`config.mk`:
```
export PLATFORM = sky130hd
export DESIGN_NAME = veerwolf_irq_arbiter_flat
export DESIGN_NICKNAME = d
export VERILOG_FILES = /design/src/rtl/veerwolf_irq_pkg.sv /design/src/rtl/veerwolf_irq_arbiter_if.sv /design/src/rtl/veerwolf_irq_arbiter_rr_picker.sv /design/src/rtl/veerwolf_irq_arbiter.sv /design/src/flat_wrapper.sv
export SDC_FILE = /design/constraint.sdc
export NUM_CORES = 1
export LEC_CHECK = 0
export ABC_CLOCK_PERIOD_IN_PS = 3100
export CELL_PAD_IN_SITES_DETAIL_PLACEMENT = 1
export CELL_PAD_IN_SITES_GLOBAL_PLACEMENT = 1
export CORE_UTILIZATION = 37
export CTS_CLUSTER_DIAMETER = 60
export CTS_CLUSTER_SIZE = 30
export DETAILED_ROUTE_END_ITERATION = 10
export PLACE_DENSITY = 0.85
export RECOVER_POWER = 100
export SLEW_MARGIN = 20
export SYNTH_ARGS = -nofsm -noshare
export SYNTH_HDL_FRONTEND = slang
export SYNTH_SLANG_ARGS = --single-unit
```
`constraint.sdc`:
```
create_clock -name i_clk -period 3.1 [get_ports i_clk]
set_input_delay 0.62 -clock i_clk [delete_from_list [all_inputs] [get_ports i_clk]]
set_output_delay 0.62 -clock i_clk [all_outputs]
set_load 0.05 [all_outputs]
```
`src/rtl/veerwolf_irq_pkg.sv`:
```
// Shared types and constants for the veerwolf interrupt arbiter.
// Register offsets are word indices taken from adr[5:2].
package veerwolf_irq_pkg;

  typedef enum logic [1:0] {
    IDLE,
    ARB,
    ASSERT,
    SERVICE
  } state_t;

  localparam int unsigned ID_W = 5;

  localparam logic [3:0] REG_PENDING = 4'd0;
  localparam logic [3:0] REG_ENABLE  = 4'd1;
  localparam logic [3:0] REG_CLAIM   = 4'd2;
  localparam logic [3:0] REG_STATUS  = 4'd3;
  localparam logic [3:0] REG_EDGE    = 4'd4;

  localparam logic [ID_W-1:0] ID_NONE = 5'd0;

  // Bus-visible tag for a source: id+1, so that 0 can mean "none".
  function automatic logic [ID_W-1:0] id_tag(input logic [ID_W-1:0] id);
    return id + 5'd1;
  endfunction

  // Byte-lane merge of a write into an existing 32-bit register image.
  function automatic logic [31:0] byte_merge(input logic [31:0] old,
                                             input logic [31:0] dat,
                                             input logic [3:0]  sel);
    logic [31:0] res;
    res = old;
    for (int unsigned b = 0; b < 4; b++) begin
      if (sel[b]) res[8*b +: 8] = dat[8*b +: 8];
    end
    return res;
  endfunction

endpackage

```
`src/rtl/veerwolf_irq_arbiter_if.sv`:
```
// Wishbone slave bus bundle for the interrupt arbiter.
interface veerwolf_irq_arbiter_if;
  logic [5:0]  adr;
  logic [31:0] dat;
  logic [3:0]  sel;
  logic        we;
  logic        cyc;
  logic        stb;
  logic [31:0] rdt;
  logic        ack;

  modport master (output adr, dat, sel, we, cyc, stb, input rdt, ack);
  modport slave  (input adr, dat, sel, we, cyc, stb, output rdt, ack);
endinterface

```
`src/rtl/veerwolf_irq_arbiter_rr_picker.sv`:
```
// Combinational round-robin find-first: lowest set bit of req at or after ptr, wrapping.
module irq_rr_picker #(
  parameter int unsigned N = 8,
  parameter int unsigned W = 5
) (
  input  logic [N-1:0] req,
  input  logic [W-1:0] ptr,
  output logic         valid,
  output logic [W-1:0] id
);
  localparam int unsigned SW = W + 1;

  logic [N-1:0]  rot;
  logic [SW-1:0] sum;

  // Rotate so that bit 0 of rot corresponds to source ptr.
  assign rot = N'({req, req} >> ptr);

  always_comb begin
    valid = 1'b0;
    id    = '0;
    sum   = '0;
    for (int unsigned k = 0; k < N; k++) begin
      if (!valid && rot[k]) begin
        valid = 1'b1;
        sum   = SW'(ptr) + SW'(k);
        if (sum >= SW'(N)) sum = sum - SW'(N);
        id    = sum[W-1:0];
      end
    end
  end
endmodule

```
`src/rtl/veerwolf_irq_arbiter.sv`:
```
// Round-robin interrupt arbiter with Wishbone claim/complete handshake.
// Define IRQ_ARB_EDGE_DET_EN to add per-source rising-edge capture (register 0x10).
module veerwolf_irq_arbiter
  import veerwolf_irq_pkg::*;
#(
  parameter int unsigned N_SRC = 8
) (
  input  logic                  i_clk,
  input  logic                  i_rst,
  input  logic [N_SRC-1:0]      i_src,
  veerwolf_irq_arbiter_if.slave wb,
  output logic                  o_irq
);

  state_t            state, state_nxt;
  logic [N_SRC-1:0]  pending, enable, edge_sel, masked, grant_oh;
  logic [ID_W-1:0]   grant_id, rr_ptr, insvc_tag, pick_id, ptr_nxt;
  logic              pick_valid, live;
  logic              acc, rd, wr, claim_rd, complete;
  logic [3:0]        reg_idx;
  logic [31:0]       rd_data, enable_w;
  logic              unused_bits;

  assign acc      = wb.cyc & wb.stb & ~wb.ack;
  assign rd       = acc & ~wb.we;
  assign wr       = acc & wb.we;
  assign reg_idx  = wb.adr[5:2];
  assign masked   = pending & enable;
  assign grant_oh = {{(N_SRC-1){1'b0}}, 1'b1} << grant_id;

  // Claims outside ASSERT are plain zero reads with no side effect.
  assign claim_rd = rd && (reg_idx == REG_CLAIM) && (state == ASSERT);
  assign complete = wr && (reg_idx == REG_CLAIM) && (state == SERVICE) &&
                    (wb.dat == {27'b0, insvc_tag});

  // Edge sources stay live in ASSERT until claimed or masked.
  assign live = |(grant_oh & enable & (pending | edge_sel));

  assign enable_w = byte_merge(32'(enable), wb.dat, wb.sel);
  assign ptr_nxt  = (id_tag(grant_id) == ID_W'(N_SRC)) ? ID_NONE : id_tag(grant_id);

  irq_rr_picker #(.N(N_SRC), .W(ID_W)) u_picker (
    .req   (masked),
    .ptr   (rr_ptr),
    .valid (pick_valid),
    .id    (pick_id)
  );

  always_comb begin
    state_nxt = state;
    case (state)
      IDLE:    if (|masked) state_nxt = ARB;
      ARB:     state_nxt = pick_valid ? ASSERT : IDLE;
      ASSERT: begin
        if (claim_rd)   state_nxt = SERVICE;
        else if (!live) state_nxt = IDLE;
      end
      SERVICE: if (complete) state_nxt = IDLE;
      default: state_nxt = IDLE;
    endcase
  end

  always_ff @(posedge i_clk) begin
    if (i_rst) begin
      state     <= IDLE;
      o_irq     <= 1'b0;
      grant_id  <= ID_NONE;
      rr_ptr    <= ID_NONE;
      insvc_tag <= ID_NONE;
      enable    <= '0;
    end else begin
      state <= state_nxt;
      o_irq <= (state_nxt == ASSERT);
      if (state == ARB && pick_valid) grant_id <= pick_id;
      if (claim_rd) begin
        insvc_tag <= id_tag(grant_id);
        rr_ptr    <= ptr_nxt;
      end
      if (complete) insvc_tag <= ID_NONE;
      if (wr && reg_idx == REG_ENABLE) enable <= enable_w[N_SRC-1:0];
    end
  end

`ifdef IRQ_ARB_EDGE_DET_EN
  logic [N_SRC-1:0] src_q, rise, clr;
  logic [31:0]      edge_w, w1c_w;

  assign edge_w = byte_merge(32'(edge_sel), wb.dat, wb.sel);
  assign w1c_w  = byte_merge('0, wb.dat, wb.sel);
  assign rise   = i_src & ~src_q;
  assign clr    = ((wr && reg_idx == REG_PENDING) ? w1c_w[N_SRC-1:0] : '0) |
                  (claim_rd ? grant_oh : '0);

  // Edge bits are sticky; a same-cycle rise beats any clear.
  always_ff @(posedge i_clk) begin
    if (i_rst) begin
      src_q    <= '0;
      edge_sel <= '0;
      pending  <= '0;
    end else begin
      src_q   <= i_src;
      pending <= (~edge_sel & i_src) | (edge_sel & ((pending & ~clr) | rise));
      if (wr && reg_idx == REG_EDGE) edge_sel <= edge_w[N_SRC-1:0];
    end
  end

  assign unused_bits = &{1'b0, wb.adr[1:0], enable_w[31:N_SRC], edge_w[31:N_SRC],
                         w1c_w[31:N_SRC]};
`else
  assign edge_sel = '0;

  always_ff @(posedge i_clk) begin
    if (i_rst) pending <= '0;
    else       pending <= i_src;
  end

  assign unused_bits = &{1'b0, wb.adr[1:0], enable_w[31:N_SRC]};
`endif

  always_comb begin
    rd_data = '0;
    case (reg_idx)
      REG_PENDING: rd_data = 32'(pending);
      REG_ENABLE:  rd_data = 32'(enable);
      REG_CLAIM:   rd_data = (state == ASSERT) ? {27'b0, id_tag(grant_id)} : '0;
      REG_STATUS:  rd_data = {(state == SERVICE), 26'b0, insvc_tag};
`ifdef IRQ_ARB_EDGE_DET_EN
      REG_EDGE:    rd_data = 32'(edge_sel);
`endif
      default:     rd_data = '0;
    endcase
  end

  always_ff @(posedge i_clk) begin
    if (i_rst) begin
      wb.ack <= 1'b0;
      wb.rdt <= '0;
    end else begin
      wb.ack <= wb.cyc & ~wb.ack;
      wb.rdt <= rd ? rd_data : '0;
    end
  end

endmodule
```
`src/flat_wrapper.sv`:
```
// flat-port wrapper written by rule: the top's interface ports become plain ports
module veerwolf_irq_arbiter_flat import veerwolf_irq_pkg::*;
#(
  parameter int unsigned N_SRC = 8
)
  (i_clk, i_rst, i_src, o_irq, wb_adr, wb_dat, wb_sel, wb_we, wb_cyc, wb_stb, wb_rdt, wb_ack);
  veerwolf_irq_arbiter_if wb_i ();
  input  logic i_clk;
  input  logic i_rst;
  input  logic [N_SRC-1:0] i_src;
  output logic o_irq;
  input wire logic [$bits(wb_i.adr)-1:0] wb_adr;
  input wire logic [$bits(wb_i.dat)-1:0] wb_dat;
  input wire logic [$bits(wb_i.sel)-1:0] wb_sel;
  input wire logic [$bits(wb_i.we)-1:0] wb_we;
  input wire logic [$bits(wb_i.cyc)-1:0] wb_cyc;
  input wire logic [$bits(wb_i.stb)-1:0] wb_stb;
  output wire logic [$bits(wb_i.rdt)-1:0] wb_rdt;
  output wire logic [$bits(wb_i.ack)-1:0] wb_ack;
  assign wb_i.adr = wb_adr;
  assign wb_i.dat = wb_dat;
  assign wb_i.sel = wb_sel;
  assign wb_i.we = wb_we;
  assign wb_i.cyc = wb_cyc;
  assign wb_i.stb = wb_stb;
  assign wb_rdt = wb_i.rdt;
  assign wb_ack = wb_i.ack;
  veerwolf_irq_arbiter #(.N_SRC(N_SRC)) u_core (.i_clk(i_clk), .i_rst(i_rst), .i_src(i_src), .wb(wb_i), .o_irq(o_irq));
endmodule
```
=== Word-level counts from Yosys, hierarchy flattened ===
Cells that the tools add are included.

* Add/sub/neg operators: 16
* $mul: 0
* Div/mod/pow operators: 0
* Order comparisons: 8
* Equality and inequality tests: 9
* Shift-type cells: 2
* Multiplexer cells: 33
* Bitwise logic cells: 11
* Reductions and logical operators: 28

{| class="wikitable"
|+ Operators with widths
! operator !! count
|-
| case mux 32 bit (4 select lines) || 1
|-
| two-way mux 5 bit || 18
|-
| >= comparator 6 x 4 -> 1 bit (second input constant) || 7
|-
| subtractor 5 x 4 -> 5 bit (second input constant) || 8
|-
| == test 32 x 5 -> 1 bit || 1
|-
| adder 5 x 3 -> 6 bit (second input constant) || 4
|-
| bitwise AND 8 bit || 3
|-
| OR reduction 8 bit || 2
|-
| right shift 16 x 5 -> 8 bit || 1
|-
| logical AND 1 bit || 14
|-
| adder 5 x 2 -> 6 bit (second input constant) || 2
|-
| two-way mux 2 bit || 5
|-
| == test 4 x 2 -> 1 bit (second input constant) || 2
|-
| two-way mux 1 bit || 8
|-
| case mux 2 bit (4 select lines) || 1
|-
| << shifter 1 x 5 -> 8 bit (first input constant) || 1
|-
| logical NOT 1 bit || 7
|-
| adder 5 x 1 -> 6 bit (second input constant) || 1
|-
| == test 2 bit (second input constant) || 3
|-
| adder 5 x 1 -> 5 bit (second input constant) || 1
|-
| bitwise AND 1 bit || 5
|-
| == test 5 x 4 -> 1 bit (second input constant) || 1
|-
| >= comparator 5 x 4 -> 1 bit (second input constant) || 1
|-
| == test 4 x 1 -> 1 bit (second input constant) || 1
|-
| 6 further kinds || 9
|}

* Register bits after elaboration: 67
* Bits in latches: 0
* Bits in writable memories: 0
* ROM bits: 0
* Input bits: 55
* Output and inout port bits: 34
* Word-level logic and storage cells: 116
* Memories: 0

=== Logic depth before layout (Yosys ltp) ===
Gate-level depths: netlist of the first run.

* Word-level depth: 27
* Gate-level depth with buffers: 13
* Gate-level depth less buffers: 11

=== Cells and area by module ===
From an unflattened synthesis of the first run, not the netlist that was laid out.

* Cells, all modules: 465
* Area total of the unflattened synthesis: 3768.6 um^2

{| class="wikitable"
|+ Modules (own cells, without submodules)
! module !! instances !! cells an instance !! area each (um^2) !! seq. area each (um^2)
|-
| veerwolf_irq_arbiter || 1 || 247 || 2197.1 || 880.8
|-
| irq_rr_picker || 1 || 218 || 1571.5 || 0.0
|}

=== Worst setup path before layout of the first run ===
Ideal clock, no wire load.

* Path type: register -> register
* Start: register u_core.rr_ptr[1]
* End: register u_core.grant_id[4]
* Library setup time: 91 ps
* Arrival: 2579 ps
* Required time: 3009 ps
* Path slack: 430 ps
* Stages on the path, launching flop included: 10
* Buffers on the path: 1
* Clock period less this slack: 2670 ps
* Cells stage by stage: dfxtp_1 > buf_6 > inv_4 > mux4_2 > a211oi_4 > nand3_4 > o41ai_4 > nand2_1 > a21boi_1 > a311oi_1

* Word-level cells in the longest chain between the ends: 24

{| class="wikitable"
|+ Ends and longest elaborated chain
! element !! line !! RTL
|-
| start, declared || veerwolf_irq_arbiter.sv:17 || <nowiki>logic [ID_W-1:0] grant_id, rr_ptr, insvc_tag, pick_id, ptr_nxt;</nowiki>
|-
| start signal, assigned || veerwolf_irq_arbiter.sv:77 || <nowiki>rr_ptr <= ptr_nxt;</nowiki>
|-
| right shift 16 x 5 -> 8 bit || veerwolf_irq_arbiter_rr_picker.sv:17 || <nowiki>assign rot = N'({req, req} >> ptr);</nowiki>
|-
| two-way mux 1 bit || veerwolf_irq_arbiter_rr_picker.sv:24 || <nowiki>if (!valid && rot[k]) begin</nowiki>
|-
| logical NOT 1 bit || veerwolf_irq_arbiter_rr_picker.sv:24 ||
|-
| logical AND 1 bit || veerwolf_irq_arbiter_rr_picker.sv:24 ||
|-
| two-way mux 1 bit || veerwolf_irq_arbiter_rr_picker.sv:24 ||
|-
| logical NOT 1 bit || veerwolf_irq_arbiter_rr_picker.sv:24 ||
|-
| logical AND 1 bit || veerwolf_irq_arbiter_rr_picker.sv:24 ||
|-
| two-way mux 1 bit || veerwolf_irq_arbiter_rr_picker.sv:24 ||
|-
| [8 not listed] || - ||
|-
| two-way mux 1 bit || veerwolf_irq_arbiter_rr_picker.sv:24 ||
|-
| logical NOT 1 bit || veerwolf_irq_arbiter_rr_picker.sv:24 ||
|-
| logical AND 1 bit || veerwolf_irq_arbiter_rr_picker.sv:24 ||
|-
| two-way mux 1 bit || veerwolf_irq_arbiter_rr_picker.sv:24 ||
|-
| logical NOT 1 bit || veerwolf_irq_arbiter_rr_picker.sv:24 ||
|-
| logical AND 1 bit || veerwolf_irq_arbiter_rr_picker.sv:24 ||
|-
| two-way mux 1 bit || veerwolf_irq_arbiter_rr_picker.sv:24 ||
|-
| logical AND 1 bit || veerwolf_irq_arbiter.sv:74 || <nowiki>if (state == ARB && pick_valid) grant_id <= pick_id;</nowiki>
|-
| end signal, assigned || veerwolf_irq_arbiter.sv:74 ||
|-
| end, declared || veerwolf_irq_arbiter.sv:17 ||
|}

Several ways; a longest one is shown, not always the timed one.
A chain may end at the register's enable or synchronous reset.

=== Final worst setup path of the first run ===
* Start: register u_core.rr_ptr[1]
* End: register u_core.grant_id[3]

The elaborated chain is that of the path after synthesis.

==> results of run 1 <==
[worst paths after layout]
path / startpoint / cells after the start / slack [ns] / end
max: u_core.rr_ptr[1] / 10 / 0.16 / u_core.grant_id[3]
max reg2reg: u_core.rr_ptr[1] / 10 / 0.16 / u_core.grant_id[3]
min reg2reg: u_core.wb.ack / 1 / 0.47 / u_core.wb.ack
min: u_core.wb.ack / 1 / 0.47 / u_core.wb.ack
[cells in the final DEF (no fill, tap or decap), types with 9 or more instances in the layout]
cell and n:
clkdlybuf4s50_1 47, nor2_1 46, dfxtp_1 44, nand2_1 43, conb_1 23, a21oi_1 22, mux2i_1 19, a211oi_1 18
buf_4 18, ha_1 14, nor2b_1 13, dlygate4sd3_1 13, o21ai_0 12, nand3b_1 11, nor3_1 11, nand3_1 11
xor2_1 10, xnor2_1 9
[layout make-up]
type                            count  area (µm²)  share of cell area (%)
Inverter                           10        40.0                   0.867
Tap cell                          133         166                    3.60
Sequential cell                    44         881                    19.1
Multi-Input combinational cell    392        2690                    58.2
Clock inverter                      1        5.00                   0.108
Timing Repair Buffer               82         767                    16.6
Clock buffer                        6        72.6                    1.57
[what timing repair did]
action | 4_1_cts | 5_1_grt
setup endpoints to repair | 0 | 4
setup buffers | 0 | 1
resized for setup | 0 | 1
[state kept, by name (all words and copies together) (netlist names)]
name	flops
u_core.insvc_tag	5
u_core.pending	8
u_core.wb.ack	1
u_core.state	2
u_core.o_irq	1
u_core.grant_id	5
u_core.enable	8
u_core.wb.rdt	9
u_core.rr_ptr	5
[kinds of logic (layout without fill, tap and decap cells)]
kind of cell	after synthesis	in the layout	synth area share [%]
XOR/XNOR	19	19	4.34
flip-flops	44	44	23.0
AO/OA/AOI/OAI	111	111	21.6
buffers and inverters	60	99	8.94
adder cells (fa/ha/maj)	14	14	4.57
multiplexers	27	27	9.36
AND/OR/NAND/NOR	198	198	28.1
other	1	23	0.0978
[power groups by stage]
| stage | logic (µW) | registers [µW] | clock network [µW] |
|---|---|---|---|
| 4_1_cts | 172 | 580 | 348 |
| 5_1_grt | 179 | 582 | 370 |
| 3_5_place_dp | 172 | 594 | 0 |
| 6_report | 170 | 581 | 337 |
| 3_3_place_gp | 168 | 593 | 0 |
| 2_1_floorplan | 114 | 593 | 0 |
[through the flow]
stage               setup WS [ns]  cells  power, µW  setup TNS, ns
finish                      0.157    668       1090              0
global route             -0.00397    668       1130       -0.00397
CTS                         0.121    667       1100              0
detailed placement          0.158    660        765              0
global placement            0.242    660        761              0
floorplan                   0.430    496        706              0
[metal layers]
layer / up-vias / global-route usage, %
li1: 1842 / -
met1: 1899 / 26.9
met2: 149 / 42.0
met3: 25 / 2.83
met4: 0 / 9.59
met5: - / 0
[worst max-delay path, cell delays in order (launching register included)]
cell and delay, ns:
dfxtp_1 0.58, buf_4 0.33, nand2b_1 0.14, a211oi_1 0.39
a211oi_4 0.11, buf_4 0.19, and3_1 0.17, and3_1 0.16
a221o_1 0.35, o21ai_0 0.27, a211oi_1 0.12
==> metrics.log, run 1 <==
INFO  metric run_status = completed
INFO  metric worstMarginPinSlew = 0.608 ns
INFO  metric cts.path.max_buffers = 2
INFO  metric tritoncts.num_buffers = 5
INFO  metric drt_drc_violations_left = 0
INFO  metric dp_hpwl = 9840 µm
INFO  metric crit_path_end_kind = flop
INFO  metric drt-pass1-iter-count = 4
INFO  metric m1_wl = 5140 µm
INFO  metric timing.fmax = 340 MHz
INFO  metric globalRouteOverflowTotal = 0
INFO  metric top_layer = met4
INFO  metric grt_first_pass_wirelength = 20,200 µm
INFO  metric finish.utilization = 46.6%
INFO  metric yosys-top-cells-area = dfxtp_1 23%, buf_4 5.5%, mux2i_1 5.0%, ha_1 4.6%, nor2_1 4.5%
INFO  metric timing.final.setup_violations = 0
INFO  metric die_width = around 100 µm
INFO  metric maxCapViolCount = 0
INFO  metric layout.cell_area.non_filler = 0.00462 mm²
INFO  metric post_cts_hold_buffer_count = 0
INFO  metric grt_usage = 23.0%
INFO  metric synth_warnings = 0
INFO  metric part_of_the_yosys_area_used_for_sequential_elements = a little under a quarter
INFO  metric timing.clock.skew = roughly 0.0096 ns
INFO  metric netSwitchingFraction = 27.0%
INFO  metric antenna_left = 0
INFO  metric final.fill_count = 1,224
INFO  metric die_height = 104 µm
INFO  metric fin_hold_ws = 0.467 ns
INFO  metric ctsHtreeMaxLevel = 2
INFO  metric cp.arrival = 3.10 ns
INFO  metric clock_latency_on_the_worst_skew_pair = 0.29 ns
INFO  metric ys.flop_type = dfxtp_1
INFO  metric clock_tree.root_cell = clkbuf_8
INFO  metric antenna-diode-count = 0
INFO  metric netlist_area = 0.00384 mm²
INFO  metric worst_setup_hold_path_clk_slew = 0.08 ns
INFO  metric synth_edf_count = 0
INFO  metric power.net_switching = 294 µW
INFO  metric relSlewSlack = slightly below 60%
INFO  metric io_buffers = 60
INFO  metric coreArea = 0.00991 mm²
INFO  metric power_frac_comb = 15.6%
INFO  metric detailroute.wirelength.met2 = ~6200 µm
INFO  metric ir_drop = 213 µV
INFO  metric start_util = between 30% and 40%
INFO  metric number_of_hold_violations_in_the_final_report = 0
INFO  metric timing.hold.worst.class = flop to flop
INFO  metric placed_area = 0.00455 mm²
INFO  metric netlist-cell-type-count = 73
INFO  metric cts.sinks = 44
INFO  metric internal_power = between 700 and 800 µW
INFO  metric row_count = 36
INFO  metric dr.first_iter.drc_count = 216
INFO  metric finalCritPeriodShare = 94.9%
INFO  metric seq_power_share = 53.4%
INFO  metric finalCriticalPeriod = between 2 and 3 ns
INFO  metric post_drt_via_cell_ratio = 5.86
INFO  metric antenna_found_initial = 0
INFO  metric leakage = 0.00166 µW
INFO  metric postSynth.asyncResetShare = 0%
INFO  metric synth_most_common_cell = nor2_1
INFO  metric synthToLayoutAreaGrowth = 20.4%
INFO  metric synthesis.instances = 474
INFO  metric cp-start-kind = flop
INFO  metric postSynthRegisterBits = 44
INFO  metric critPathMaxFanout = 18
INFO  metric timing_worst_setup_path_type = flop to flop
INFO  metric globalplace.congestion = about 0.87
INFO  metric vias = 3,915
INFO  metric final_net_count = 604
INFO  metric wirelength = 12,400 µm
INFO  metric first_global_vias = ~4k
INFO  metric post_synth_most_frequent_cells = 46 x nor2_1, 44 x dfxtp_1, 43 x nand2_1, 28 x buf_4, 22 x a21oi_1
INFO  metric power.clock.fraction = 31.0%
INFO  metric die_area = roughly 0.011 mm²
INFO  metric powerDensity = 236 mW/mm²
INFO  metric detailroute.wirelength.met3 = approximately 650 µm
INFO  metric report.final.slew_viol_count = 0
INFO  metric grt_start_max_net_pins = 33
INFO  metric floorplan.io_pins = 89
INFO  metric synth.largest_area_cell = dfxtp_1
INFO  metric post_route_cells_drive_above_1_share = 8.22%
INFO  metric clock_tree_from_tritoncts = yes
INFO  metric route.detailed.wl_per_inst = 18.5 µm
INFO  metric synth_top_area_share = 23.0%
INFO  metric syn_area_per_cell = 8.09 µm²
INFO  metric worst-endpoint-required = about 3.3 ns
Power figures use the tool's default switching activity.
==> run 2: changes to the inputs <==
--- a/config.mk
+++ b/config.mk
@@ -5,14 +5,14 @@
 export SDC_FILE = /design/constraint.sdc
 export NUM_CORES = 1
 export LEC_CHECK = 0
-export ABC_CLOCK_PERIOD_IN_PS = 3100
+export ABC_CLOCK_PERIOD_IN_PS = 3160
 export CELL_PAD_IN_SITES_DETAIL_PLACEMENT = 1
 export CELL_PAD_IN_SITES_GLOBAL_PLACEMENT = 1
 export CORE_UTILIZATION = 37
 export CTS_CLUSTER_DIAMETER = 60
 export CTS_CLUSTER_SIZE = 30
 export DETAILED_ROUTE_END_ITERATION = 10
-export PLACE_DENSITY = 0.85
+export PLACE_DENSITY_LB_ADDON = 0.1
 export RECOVER_POWER = 100
 export SLEW_MARGIN = 20
 export SYNTH_ARGS = -nofsm -noshare
==> constraint.sdc (replaced) <==
create_clock -name i_clk -period 3.16 [get_ports i_clk]
set_input_delay 0.632 -clock i_clk [delete_from_list [all_inputs] [get_ports i_clk]]
set_output_delay 0.632 -clock i_clk [all_outputs]
set_load 0.05 [all_outputs]
==> metrics.log, run 2 (synthesized netlist as in run 1, its figures left out) <==
INFO  metric crit_path_end_kind = flop
INFO  metric fin_total_pwr = between 1000 and 1500 µW
INFO  metric coreArea = roughly 0.0099 mm²
INFO  metric grt_first_pass_wirelength = 20,500 µm
INFO  metric die_area = around 0.011 mm²
INFO  metric largest-register = u_core.wb.rdt
INFO  metric ctsHtreeMaxLevel = 2
INFO  metric relSlewSlack = 54.7%
INFO  metric postCtsResizedCells = 0
INFO  metric vias = 3,850
INFO  metric cell_family_with_the_largest_share_of_critical_path_delay = compound AO/OA/AOI/OAI gates
INFO  metric finalCriticalPeriod = 2.98 ns
INFO  metric row_count = 36
INFO  metric antenna-diode-count = 0
INFO  metric die_height = slightly above 100 µm
INFO  metric timing.fmax = 336 MHz
INFO  metric wirelength = approximately 13,000 µm
INFO  metric globalplace.congestion = 0.927
INFO  metric leakage = 0.00170 µW
INFO  metric final_common_cell = nor2_1
INFO  metric floorplan.io_pins = 89
INFO  metric worst_setup_hold_path_clk_slew = 0.08 ns
INFO  metric rsz0062_at_grt = no
INFO  metric antenna_found_initial = 0
INFO  metric timing.final.setup_violations = 0
INFO  metric fin_setup_tns = 0 ns
INFO  metric timing_worst_setup_path_type = flop to flop
INFO  metric route.detailed.wl_per_inst = 18.5 µm
INFO  metric synthToLayoutAreaGrowth = 21.4%
INFO  metric critical_path.slowest_cell = dfxtp_1
INFO  metric run_status = completed
INFO  metric clock_latency_on_the_worst_skew_pair = 0.30 ns
INFO  metric timing.clock.skew = about 0.0066 ns
INFO  metric cts.path.max_buffers = 2
INFO  metric tritoncts.num_buffers = 5
INFO  metric timing.hold.worst.class = flop to flop
INFO  metric post_drt_via_cell_ratio = 5.70
INFO  metric largest_register_ffs = 9
INFO  metric dr.first_iter.drc_count = 111
INFO  metric maxCapViolCount = 0
INFO  metric final.fill_count = 1,218
INFO  metric worstMarginPinSlew = slightly below 0.7 ns
INFO  metric grt_usage = 23.5%
INFO  metric drt_drc_violations_left = 0
INFO  metric final_net_count = 610
INFO  metric grt_start_max_net_pins = 33
INFO  metric final_cell_mix = 46 x nor2_1, 45 x clkdlybuf4s50_1, 44 x dfxtp_1, 43 x nand2_1, 24 x buf_4
INFO  metric finalCritPeriodShare = between 90 and 100%
INFO  metric start_util = approximately two fifths
INFO  metric cts.repair_timing.setup_buffer_count = 0
INFO  metric post_route_cells_drive_above_1_share = 9.41%
INFO  metric number_of_hold_violations_in_the_final_report = 0
INFO  metric crit_path_cell_trace = inv_2 > mux4_2 > o221ai_4 > nand3_2 > nor4b_4 > a211oi_2 > a31o_1 > a311oi_1
INFO  metric antenna_left = 0
INFO  metric globalRouteOverflowTotal = 0
INFO  metric worstPathBufferInverterCount = 1
INFO  metric cts.sinks = 44
INFO  metric cp-start-kind = flop
INFO  metric ir_drop = roughly 180 µV
INFO  metric reg.largest.list = u_core.wb.rdt x9, u_core.enable x8, u_core.pending x8
INFO  metric max_stage_delay = 0.66 ns
INFO  metric critPathMaxFanout = 13
INFO  metric report.final.slew_viol_count = 0
INFO  metric io_buffers = 60
INFO  metric finish.utilization = 47.0%
INFO  metric clock_tree.root_cell = clkbuf_8
INFO  metric powerDensity = 237 mW/mm²
INFO  metric die_width = 104 µm
INFO  metric post_cts_hold_buffer_count = 0
INFO  metric drt-pass1-iter-count = 4
INFO  metric cp.arrival = 3.19 ns
INFO  metric dp_hpwl = 10,100 µm
INFO  metric clock_tree_from_tritoncts = yes
INFO  metric worst-endpoint-required = 3.37 ns
INFO  metric first_global_vias = 4,034
==> run 2: layout make-up <==
class	instances	area (µm²)	share of cell area [%]
multi-input cells	392	2680	57.6
inverters	10	40.0	0.860
repair buffers	88	797	17.1
clock buffers	6	82.6	1.77
well taps	133	166	3.57
flip-flops and latches	44	881	18.9
clock inverters	2	10.0	0.215
==> run 2: worst paths after layout <==
path / start / end / slack, ns / depth (start not counted)
setup reg to reg: u_core.rr_ptr[0] / u_core.grant_id[4] / 0.18 / 8
hold reg to reg: u_core.wb.ack / u_core.wb.ack / 0.46 / 1
hold / removal: u_core.wb.ack / u_core.wb.ack / 0.46 / 1
setup / recovery: u_core.rr_ptr[0] / u_core.grant_id[4] / 0.18 / 8
==> run 2: metal layers <==
metal / GRT usage (%) / routed length, µm / up-vias
li1: - / - / 1858
met1: 29.5 / 5570 / 1860
met2: 40.5 / 6050 / 102
met3: 2.64 / 469 / 30
met4: 10.1 / 415 / 0
met5: 0 / 0 / -
==> run 2: stage by stage <==
| step | hold slack [ns] | area (µm²) | worst slack [ns] | instances |
|---|---|---|---|---|
| 2_1_floorplan | 0.461 | 3920 | 0.490 | 496 |
| 3_3_place_gp | 0.449 | 4590 | 0.280 | 667 |
| 3_5_place_dp | 0.450 | 4590 | 0.278 | 667 |
| 4_1_cts | 0.467 | 4690 | 0.230 | 675 |
| 5_1_grt | 0.487 | 4660 | 0.0613 | 675 |
| 6_report | 0.460 | 4660 | 0.181 | 675 |
==> run 2: where the power goes <==
part           switching [µW]  internal (µW)
clock                     193            175
sequential               9.16            560
combinational            97.8           68.6
total                     300            804
